[config.mk]
export PLATFORM = sky130hd
export DESIGN_NAME = axis_flit_packer_flat
export DESIGN_NICKNAME = d
export VERILOG_FILES = /design/src/rtl/axis_flit_packer_if.sv /design/src/rtl/axis_flit_packer.sv /design/src/flat_wrapper.sv
export SDC_FILE = /design/constraint.sdc
export NUM_CORES = 1
export LEC_CHECK = 0
export ABC_AREA = 0
export CORE_ASPECT_RATIO = 1.5
export CORE_MARGIN = 2
export CORE_UTILIZATION = 45
export DETAILED_ROUTE_END_ITERATION = 7
export GPL_TIMING_DRIVEN = 0
export PLACE_DENSITY = 0.83
export SYNTH_ARGS = -nofsm -noshare
export SYNTH_HDL_FRONTEND = slang
export SYNTH_SLANG_ARGS = --single-unit
[constraint.sdc]
create_clock -name clk -period 4.7 [get_ports clk]
set_input_delay 0.94 -clock clk [delete_from_list [all_inputs] [get_ports clk]]
set_output_delay 0.94 -clock clk [all_outputs]
set_load 0.005 [all_outputs]
[src/rtl/axis_flit_packer_if.sv]
// AXI-Stream bundle with destination sideband, shared by the packer's input and output sides.
// The master drives data/valid/last/destination; the slave returns ready.
interface axis_flit_packer_if #(
    parameter int DATA_WIDTH = 32,
    parameter int X_W        = 2,
    parameter int Y_W        = 2
);
    logic [DATA_WIDTH-1:0] tdata;
    logic                  tvalid;
    logic                  tready;
    logic                  tlast;
    logic [X_W-1:0]        dest_x;
    logic [Y_W-1:0]        dest_y;

    modport master (output tdata, tvalid, tlast, dest_x, dest_y, input tready);
    modport slave  (input tdata, tvalid, tlast, dest_x, dest_y, output tready);
endinterface

[src/rtl/axis_flit_packer.sv]
// Packs an AXI-Stream payload into router flits: header (dst/src coords) + up to MAX_PACKAGES bodies.
// Optional macro PACKER_DEST_CHECK_EN: out-of-mesh destinations pulse dest_err and the payload is dropped.
module axis_flit_packer #(
    parameter int DATA_WIDTH    = 32,
    parameter int MAX_ROUTERS_X = 4,
    parameter int MAX_ROUTERS_Y = 4,
    parameter int ROUTER_X      = 0,
    parameter int ROUTER_Y      = 0,
    parameter int MAX_PACKAGES  = 4
) (
    input  logic               clk,
    input  logic               rst_n,
    axis_flit_packer_if.slave  in_if,
    axis_flit_packer_if.master out_if,
    output logic               dest_err
);
    localparam int X_W   = $clog2(MAX_ROUTERS_X);
    localparam int Y_W   = $clog2(MAX_ROUTERS_Y);
    localparam int CNT_W = $clog2(MAX_PACKAGES + 1);
    localparam logic [CNT_W-1:0] LAST_CNT = CNT_W'(MAX_PACKAGES - 1);

    typedef enum logic [1:0] {
        IDLE  = 2'd0,
        BODY  = 2'd1,
`ifdef PACKER_DEST_CHECK_EN
        SPLIT = 2'd2,
        DROP  = 2'd3
`else
        SPLIT = 2'd2
`endif
    } state_t;

    state_t                state_q, state_d;
    logic [CNT_W-1:0]      cnt_q, cnt_d;
    logic [DATA_WIDTH-1:0] tdata_q, tdata_d;
    logic                  tvalid_q, tvalid_d;
    logic                  tlast_q, tlast_d;
    logic [X_W-1:0]        dst_x_q, dst_x_d;
    logic [Y_W-1:0]        dst_y_q, dst_y_d;
    logic                  in_ready;
    logic                  free;

    function automatic logic [DATA_WIDTH-1:0] pack_header(input logic [X_W-1:0] x,
                                                          input logic [Y_W-1:0] y);
        logic [DATA_WIDTH-1:0] h;
        h                      = '0;
        h[0 +: X_W]            = x;
        h[X_W +: Y_W]          = y;
        h[X_W+Y_W +: X_W]      = X_W'(ROUTER_X);
        h[2*X_W+Y_W +: Y_W]    = Y_W'(ROUTER_Y);
        return h;
    endfunction

    // The output register may only change when empty or being drained this cycle.
    assign free = !tvalid_q || out_if.tready;

`ifdef PACKER_DEST_CHECK_EN
    localparam logic [X_W:0] X_LIM = (X_W+1)'(MAX_ROUTERS_X);
    localparam logic [Y_W:0] Y_LIM = (Y_W+1)'(MAX_ROUTERS_Y);
    logic dest_bad;
    logic err_q, err_d;
    assign dest_bad = ({1'b0, in_if.dest_x} >= X_LIM) || ({1'b0, in_if.dest_y} >= Y_LIM);
`endif

    always_comb begin
        state_d  = state_q;
        cnt_d    = cnt_q;
        tdata_d  = tdata_q;
        tlast_d  = tlast_q;
        tvalid_d = free ? 1'b0 : tvalid_q;
        dst_x_d  = dst_x_q;
        dst_y_d  = dst_y_q;
        in_ready = 1'b0;
`ifdef PACKER_DEST_CHECK_EN
        err_d    = 1'b0;
`endif
        unique case (state_q)
            IDLE: begin
`ifdef PACKER_DEST_CHECK_EN
                if (in_if.tvalid && dest_bad) begin
                    err_d   = 1'b1;
                    state_d = DROP;
                end else
`endif
                if (in_if.tvalid && free) begin
                    dst_x_d  = in_if.dest_x;
                    dst_y_d  = in_if.dest_y;
                    tdata_d  = pack_header(in_if.dest_x, in_if.dest_y);
                    tlast_d  = 1'b0;
                    tvalid_d = 1'b1;
                    cnt_d    = '0;
                    state_d  = BODY;
                end
            end
            BODY: begin
                in_ready = free;
                if (in_if.tvalid && free) begin
                    tdata_d  = in_if.tdata;
                    tvalid_d = 1'b1;
                    cnt_d    = cnt_q + 1'b1;
                    if (in_if.tlast) begin
                        tlast_d = 1'b1;
                        cnt_d   = '0;
                        state_d = IDLE;
                    end else if (cnt_q == LAST_CNT) begin
                        tlast_d = 1'b1;
                        cnt_d   = '0;
                        state_d = SPLIT;
                    end else begin
                        tlast_d = 1'b0;
                    end
                end
            end
            SPLIT: begin
                // Continuation packets reuse the destination latched at the start of the payload.
                if (free) begin
                    tdata_d  = pack_header(dst_x_q, dst_y_q);
                    tlast_d  = 1'b0;
                    tvalid_d = 1'b1;
                    cnt_d    = '0;
                    state_d  = BODY;
                end
            end
`ifdef PACKER_DEST_CHECK_EN
            DROP: begin
                in_ready = 1'b1;
                if (in_if.tvalid && in_if.tlast) state_d = IDLE;
            end
`endif
            default: state_d = IDLE;
        endcase
    end

    always_ff @(posedge clk) begin
        if (!rst_n) begin
            state_q  <= IDLE;
            cnt_q    <= '0;
            tdata_q  <= '0;
            tvalid_q <= 1'b0;
            tlast_q  <= 1'b0;
        end else begin
            state_q  <= state_d;
            cnt_q    <= cnt_d;
            tdata_q  <= tdata_d;
            tvalid_q <= tvalid_d;
            tlast_q  <= tlast_d;
        end
    end

    always_ff @(posedge clk) begin
        dst_x_q <= dst_x_d;
        dst_y_q <= dst_y_d;
    end

`ifdef PACKER_DEST_CHECK_EN
    always_ff @(posedge clk) begin
        if (!rst_n) err_q <= 1'b0;
        else        err_q <= err_d;
    end
    assign dest_err = err_q;
`else
    assign dest_err = 1'b0;
`endif

    assign in_if.tready  = in_ready;
    assign out_if.tdata  = tdata_q;
    assign out_if.tvalid = tvalid_q;
    assign out_if.tlast  = tlast_q;
    assign out_if.dest_x = dst_x_q;
    assign out_if.dest_y = dst_y_q;
endmodule
[src/flat_wrapper.sv]
// flat-port wrapper written by rule: the top's interface ports become plain ports
module axis_flit_packer_flat 
#(
    parameter int DATA_WIDTH    = 32,
    parameter int MAX_ROUTERS_X = 4,
    parameter int MAX_ROUTERS_Y = 4,
    parameter int ROUTER_X      = 0,
    parameter int ROUTER_Y      = 0,
    parameter int MAX_PACKAGES  = 4
)
  (clk, rst_n, dest_err, in_if_tdata, in_if_tvalid, in_if_tlast, in_if_dest_x, in_if_dest_y, in_if_tready, out_if_tdata, out_if_tvalid, out_if_tlast, out_if_dest_x, out_if_dest_y, out_if_tready);
  axis_flit_packer_if #(.DATA_WIDTH(DATA_WIDTH)) in_if_i ();
  axis_flit_packer_if #(.DATA_WIDTH(DATA_WIDTH)) out_if_i ();
  input  logic clk;
  input  logic rst_n;
  output logic dest_err;
  input wire logic [$bits(in_if_i.tdata)-1:0] in_if_tdata;
  input wire logic [$bits(in_if_i.tvalid)-1:0] in_if_tvalid;
  input wire logic [$bits(in_if_i.tlast)-1:0] in_if_tlast;
  input wire logic [$bits(in_if_i.dest_x)-1:0] in_if_dest_x;
  input wire logic [$bits(in_if_i.dest_y)-1:0] in_if_dest_y;
  output wire logic [$bits(in_if_i.tready)-1:0] in_if_tready;
  output wire logic [$bits(out_if_i.tdata)-1:0] out_if_tdata;
  output wire logic [$bits(out_if_i.tvalid)-1:0] out_if_tvalid;
  output wire logic [$bits(out_if_i.tlast)-1:0] out_if_tlast;
  output wire logic [$bits(out_if_i.dest_x)-1:0] out_if_dest_x;
  output wire logic [$bits(out_if_i.dest_y)-1:0] out_if_dest_y;
  input wire logic [$bits(out_if_i.tready)-1:0] out_if_tready;
  assign in_if_i.tdata = in_if_tdata;
  assign in_if_i.tvalid = in_if_tvalid;
  assign in_if_i.tlast = in_if_tlast;
  assign in_if_i.dest_x = in_if_dest_x;
  assign in_if_i.dest_y = in_if_dest_y;
  assign in_if_tready = in_if_i.tready;
  assign out_if_tdata = out_if_i.tdata;
  assign out_if_tvalid = out_if_i.tvalid;
  assign out_if_tlast = out_if_i.tlast;
  assign out_if_dest_x = out_if_i.dest_x;
  assign out_if_dest_y = out_if_i.dest_y;
  assign out_if_i.tready = out_if_tready;
  axis_flit_packer #(.DATA_WIDTH(DATA_WIDTH), .MAX_ROUTERS_X(MAX_ROUTERS_X), .MAX_ROUTERS_Y(MAX_ROUTERS_Y), .ROUTER_X(ROUTER_X), .ROUTER_Y(ROUTER_Y), .MAX_PACKAGES(MAX_PACKAGES)) u_core (.clk(clk), .rst_n(rst_n), .in_if(in_if_i), .out_if(out_if_i), .dest_err(dest_err));
endmodule
After elaboration in Yosys (flattened, before gate mapping)
Cells that the tools add are included.
Widths: inputs -> output; s select.
{"block": "op_classes", "order_cmp": 0, "n_bitwise": 0, "div_mod_pow": 0, "n_mul": 0, "n_eq_ne": 7, "addsub": 1, "reduce_logical": 9, "n_shift": 0, "mux": 27}
{"operator": "$mux 32", "count": 3}
{"operator": "$pmux 32 s3", "count": 1}
{"operator": "$mux 3", "count": 5}
{"operator": "$mux 2", "count": 5}
{"operator": "$mux 1", "count": 9}
{"operator": "$pmux 3 s3", "count": 1}
{"operator": "$reduce_and 4->1", "count": 2}
{"operator": "$ne 2x1->1 const B", "count": 3}
{"operator": "$pmux 2 s3", "count": 1}
{"operator": "$add 3x1->3 const B", "count": 1}
{"operator": "$eq 3x2->1 const B", "count": 1}
{"operator": "$ne 3x2->1 const B", "count": 1}
{"operator": "$pmux 1 s3", "count": 1}
{"operator": "$reduce_bool 3->1", "count": 1}
{"operator": "$eq 2x1->1 const B", "count": 1}
{"operator": "$eq 2x2->1 const B", "count": 1}
{"operator": "$logic_not 2->1", "count": 1}
{"operator": "$pmux 1 s2", "count": 1}
{"operator": "$reduce_and 2->1", "count": 1}
{"operator": "$reduce_or 2->1", "count": 1}
{"operator": "$logic_and 1x1->1", "count": 1}
{"operator": "$logic_not 1->1", "count": 1}
{"operator": "$logic_or 1x1->1", "count": 1}
{"block": "word_totals", "inputBits": 41, "ramBits": 0, "ff_bits": 43, "latch_bits": 0, "memories": 0, "mem_bits_ro": 0}

Logic depth before layout (Yosys ltp)
{"block": "logic_depth", "ltp_word": 5, "ltp_mapped": 7, "ltp_nobuf": 6}

Least setup slack after synthesis
Ideal clock, no wire load.
{"block": "synth_path", "kind": "input -> output", "start": "in out_if_tready", "end": "out in_if_tready", "arrival_time_ns": 1.322, "stages": 2, "required_time_ns": 3.760, "slack_ns": 2.438, "path_cell_list": "nand2b_1 -> and2_1"}
{"block": "synth_via", "elab_chain_cells": 2}
{"item": "start, declared", "line": "flat_wrapper.sv:28", "text": "input wire logic [$bits(out_if_i.tready)-1:0] out_if_tready;"}
{"item": "$logic_or 1x1->1", "line": "axis_flit_packer.sv:55", "text": "assign free = !tvalid_q || out_if.tready;"}
{"item": "$mux 1", "line": "axis_flit_packer.sv:77", "text": "unique case (state_q)"}
{"item": "end, declared", "line": "flat_wrapper.sv:22", "text": "output wire logic [$bits(in_if_i.tready)-1:0] in_if_tready;"}
Every way passes these cells.

Worst setup path after layout
Same ends and word-level chain as after synthesis.

==> results.md <==
- WL per Instance: 14.8 um
- Comb power frac: 23.8%
- Port-buffer cells: slightly below 80
- Post-synthesis cell area: roughly 2000 um^2
- Inst Count DP: 332
- Routed Wire Length: 5.03 mm
- CTS Buf Count: 5
- Minimum clock period: 3.21 ns
- Arrival @ worst endpoint: about 2.3 ns
- Worst path required time: ~3.8 ns
- Clock Latency Late Sink: roughly 0.29 ns
- DIE AREA: 4980 um^2
- Synth async-reset ratio: 0%
- Met2 routed WL: between 2 and 3 mm
- Synth warn: 0
- Final core utilization: 69.3%
- Kind of critical path: in -> out
- Sequential area share after synthesis: between 40% and 50%
- Internal power: ~660 uW
- Fillers: 347
- Syn_area_per_cell: 9.56 um^2
- Library cells used by synthesis: 33
- N_diodes: 0
- RSZ-0062 raised after global routing: false
- Status: finished clean
- DR pass1 iterations: 4
- Area leader, netlist: dfxtp_1
- Sw frac: 26.0%
- Register area: roughly 900 um^2
- Tot Pwr: between 800 and 900 uW
- Final hold vios: 0
- Bufs on Longest Clock Path: 2
- CTS sink cnt: 43
- Final net count: 340
- Global-route wire length before repair: 8.27 mm
- Top-count cell post-synth: nand2_1
- Tcrit/Tclk final: 68.3%
- Vias after detailed routing: about 1,800
- Area of the core: 4250 um^2
- Layout area overhead: 47.8%
- Initial antenna violation count: 0
- Vias in the first global route: between 1,500 and 2,000
- VDD IR max: 0.273 mV
- Met3 WL: 203 um
- Io pins: 81
- Main synth FF type: dfxtp_1
- Net switching power figure: 233 uW
- Fmax: 0.312 GHz
- Die Wd: 58.3 um
- Leak Pwr: 1.15 nW
- PwrDens: 305 nW/um^2
- Setup TNS: 0 ns
- Clock Root Buffer: clkbuf_8
- Initial DRC Count: 43
- Synth top area share: between 30% and 40%
- Dpl ws: 1.49 ns
- Post-Syn Instances: 208
- Vias per cell: 5.26
- Post-CTS Hold Buffers: 0
- Final HPWL DP: 3.77 mm
- Post-synth EDFFs: 4
- DIE HEIGHT: between 80 and 90 um
- All-Layer GR Usage: 21.4%
- Max-cap violations: 0
- CTS resizes: 0
- DRT met1 WL: just under 2 mm
- Final setup violation count: 0
- Final Worst Setup Slack: between 1 and 1.5 ns
- Leading cell types by count after synthesis: nand2_1 (43), dfxtp_1 (39), mux2i_1 (34)
- Final weighted congestion in routability-driven placement: 0.784
- Largest net degree at the start of global routing: 14
- CP Launch Type: input port
- Setup repair bufs after CTS: 0
- CTS tree: built
- Max-slew violations: 0
- Clock skew: 0.00346 ns
- Num rows: 29
- Syn Nets: 255
- Post-route insts no fill: 340
- Crit path capture type: output pin
- Synth Register Bits: 43
- GR Overflow Total: 0
- Clk pin slew, worst setup/hold paths: 0.08 ns
- Effective utilization at floorplan: 46.9%
- Htree depth: 2
- Share of layout cells above drive strength 1: 5.44%
- DR top layer: met4
- Remaining DRCs: 0
- Worst Path Max Fanout: 5
- Clk pwr share: 30.9%
- Antenna Violating Nets Remaining: 0
- Multi-input gate area: 972 um^2
- Top post-synthesis cells by area: dfxtp_1 (39%), mux2i_1 (17%), nand2_1 (8.1%)
- Sequential power share: 45.2%
- Worst min path class: reg -> reg
cell type report:
class	count	share of cell area [%]
Buffer	16	3.70
Clock buffer	7	3.66
Clock inverter	1	0.170
Inverter	2	0.255
Multi-Input combinational cell	147	33.1
Sequential cell	43	30.6
Tap cell	46	1.96
Timing Repair Buffer	78	26.6
flip-flops by register name, summed over array words and instances (netlist names):
signal                flops
u_core.out_if.dest_y      2
u_core.out_if.tvalid      1
u_core.out_if.tlast       1
u_core.state_q            2
u_core.out_if.tdata      32
u_core.out_if.dest_x      2
u_core.cnt_q              3
layout by cell type (no fill, tap or decap), types with 2 or more instances in the layout:
| cell | instances |
|---|---|
| inv_1 | 2 |
| nor2_1 | 5 |
| o211ai_1 | 4 |
| o21a_1 | 2 |
| mux2i_1 | 34 |
| o21ai_0 | 2 |
| a21oi_1 | 2 |
| nand3_1 | 28 |
| clkbuf_1 | 10 |
| and2_1 | 2 |
| ha_1 | 6 |
| clkbuf_8 | 6 |
| nand2_1 | 43 |
| dfxtp_1 | 39 |
| nor2b_1 | 3 |
| edfxtp_1 | 4 |
| a22oi_1 | 4 |
| clkdlybuf4s50_1 | 78 |
| buf_12 | 2 |
final timing paths:
| kind | from | end | slack [ns] | cells after the start |
|---|---|---|---|---|
| worst max-delay path | out_if_tready | in_if_tready | 1.49 | 4 |
| worst max register to register | u_core.state_q[1] | u_core.out_if.tdata[6] | 2.85 | 7 |
| worst min register to register | u_core.cnt_q[2] | u_core.cnt_q[2] | 0.44 | 2 |
| worst min-delay path | u_core.cnt_q[2] | u_core.cnt_q[2] | 0.44 | 2 |
critical path, stage by stage:
cell and delay (ns):
clkdlybuf4s50_1 0.47, nand2b_1 0.22, and2_1 0.15, clkdlybuf4s50_1 0.49
stage by stage:
step / hold slack (ns) / area [um^2]
finish: 0.443 / 2940
global route: 0.464 / 2940
CTS: 0.442 / 2940
global placement: 0.422 / 2830
detailed placement: 0.431 / 2830
floorplan: 0.412 / 1990
per-layer routing:
layer | global-route usage, % | vias up
met2 | 36.6 | 50
met1 | 25.2 | 841
met3 | 4.73 | 13
met5 | 0 | -
met4 | 8.88 | 0
li1 | - | 884
power by group through the flow:
stage / Clock [mW] / Combinational [mW] / Sequential (mW)
final: 0.277 / 0.213 / 0.405
after global routing: 0.299 / 0.231 / 0.408
after CTS: 0.283 / 0.216 / 0.405
after detailed placement: 0 / 0.214 / 0.414
after global placement: 0 / 0.212 / 0.413
after floorplan: 0 / 0.112 / 0.414
cells by family (layout without fill, tap and decap cells):
| kind of cell | count (synthesis) | in the layout | share of synthesized area (%) |
|---|---|---|---|
| flops | 43 | 43 | 45.3 |
| simple gates | 88 | 88 | 20.8 |
| buf+inv | 18 | 104 | 5.85 |
| fa+ha+maj | 6 | 6 | 3.77 |
| mux | 34 | 34 | 17.1 |
| compound gates | 18 | 18 | 6.98 |
| other cells | 1 | 1 | 0.188 |
Power figures use the tool's default switching activity.
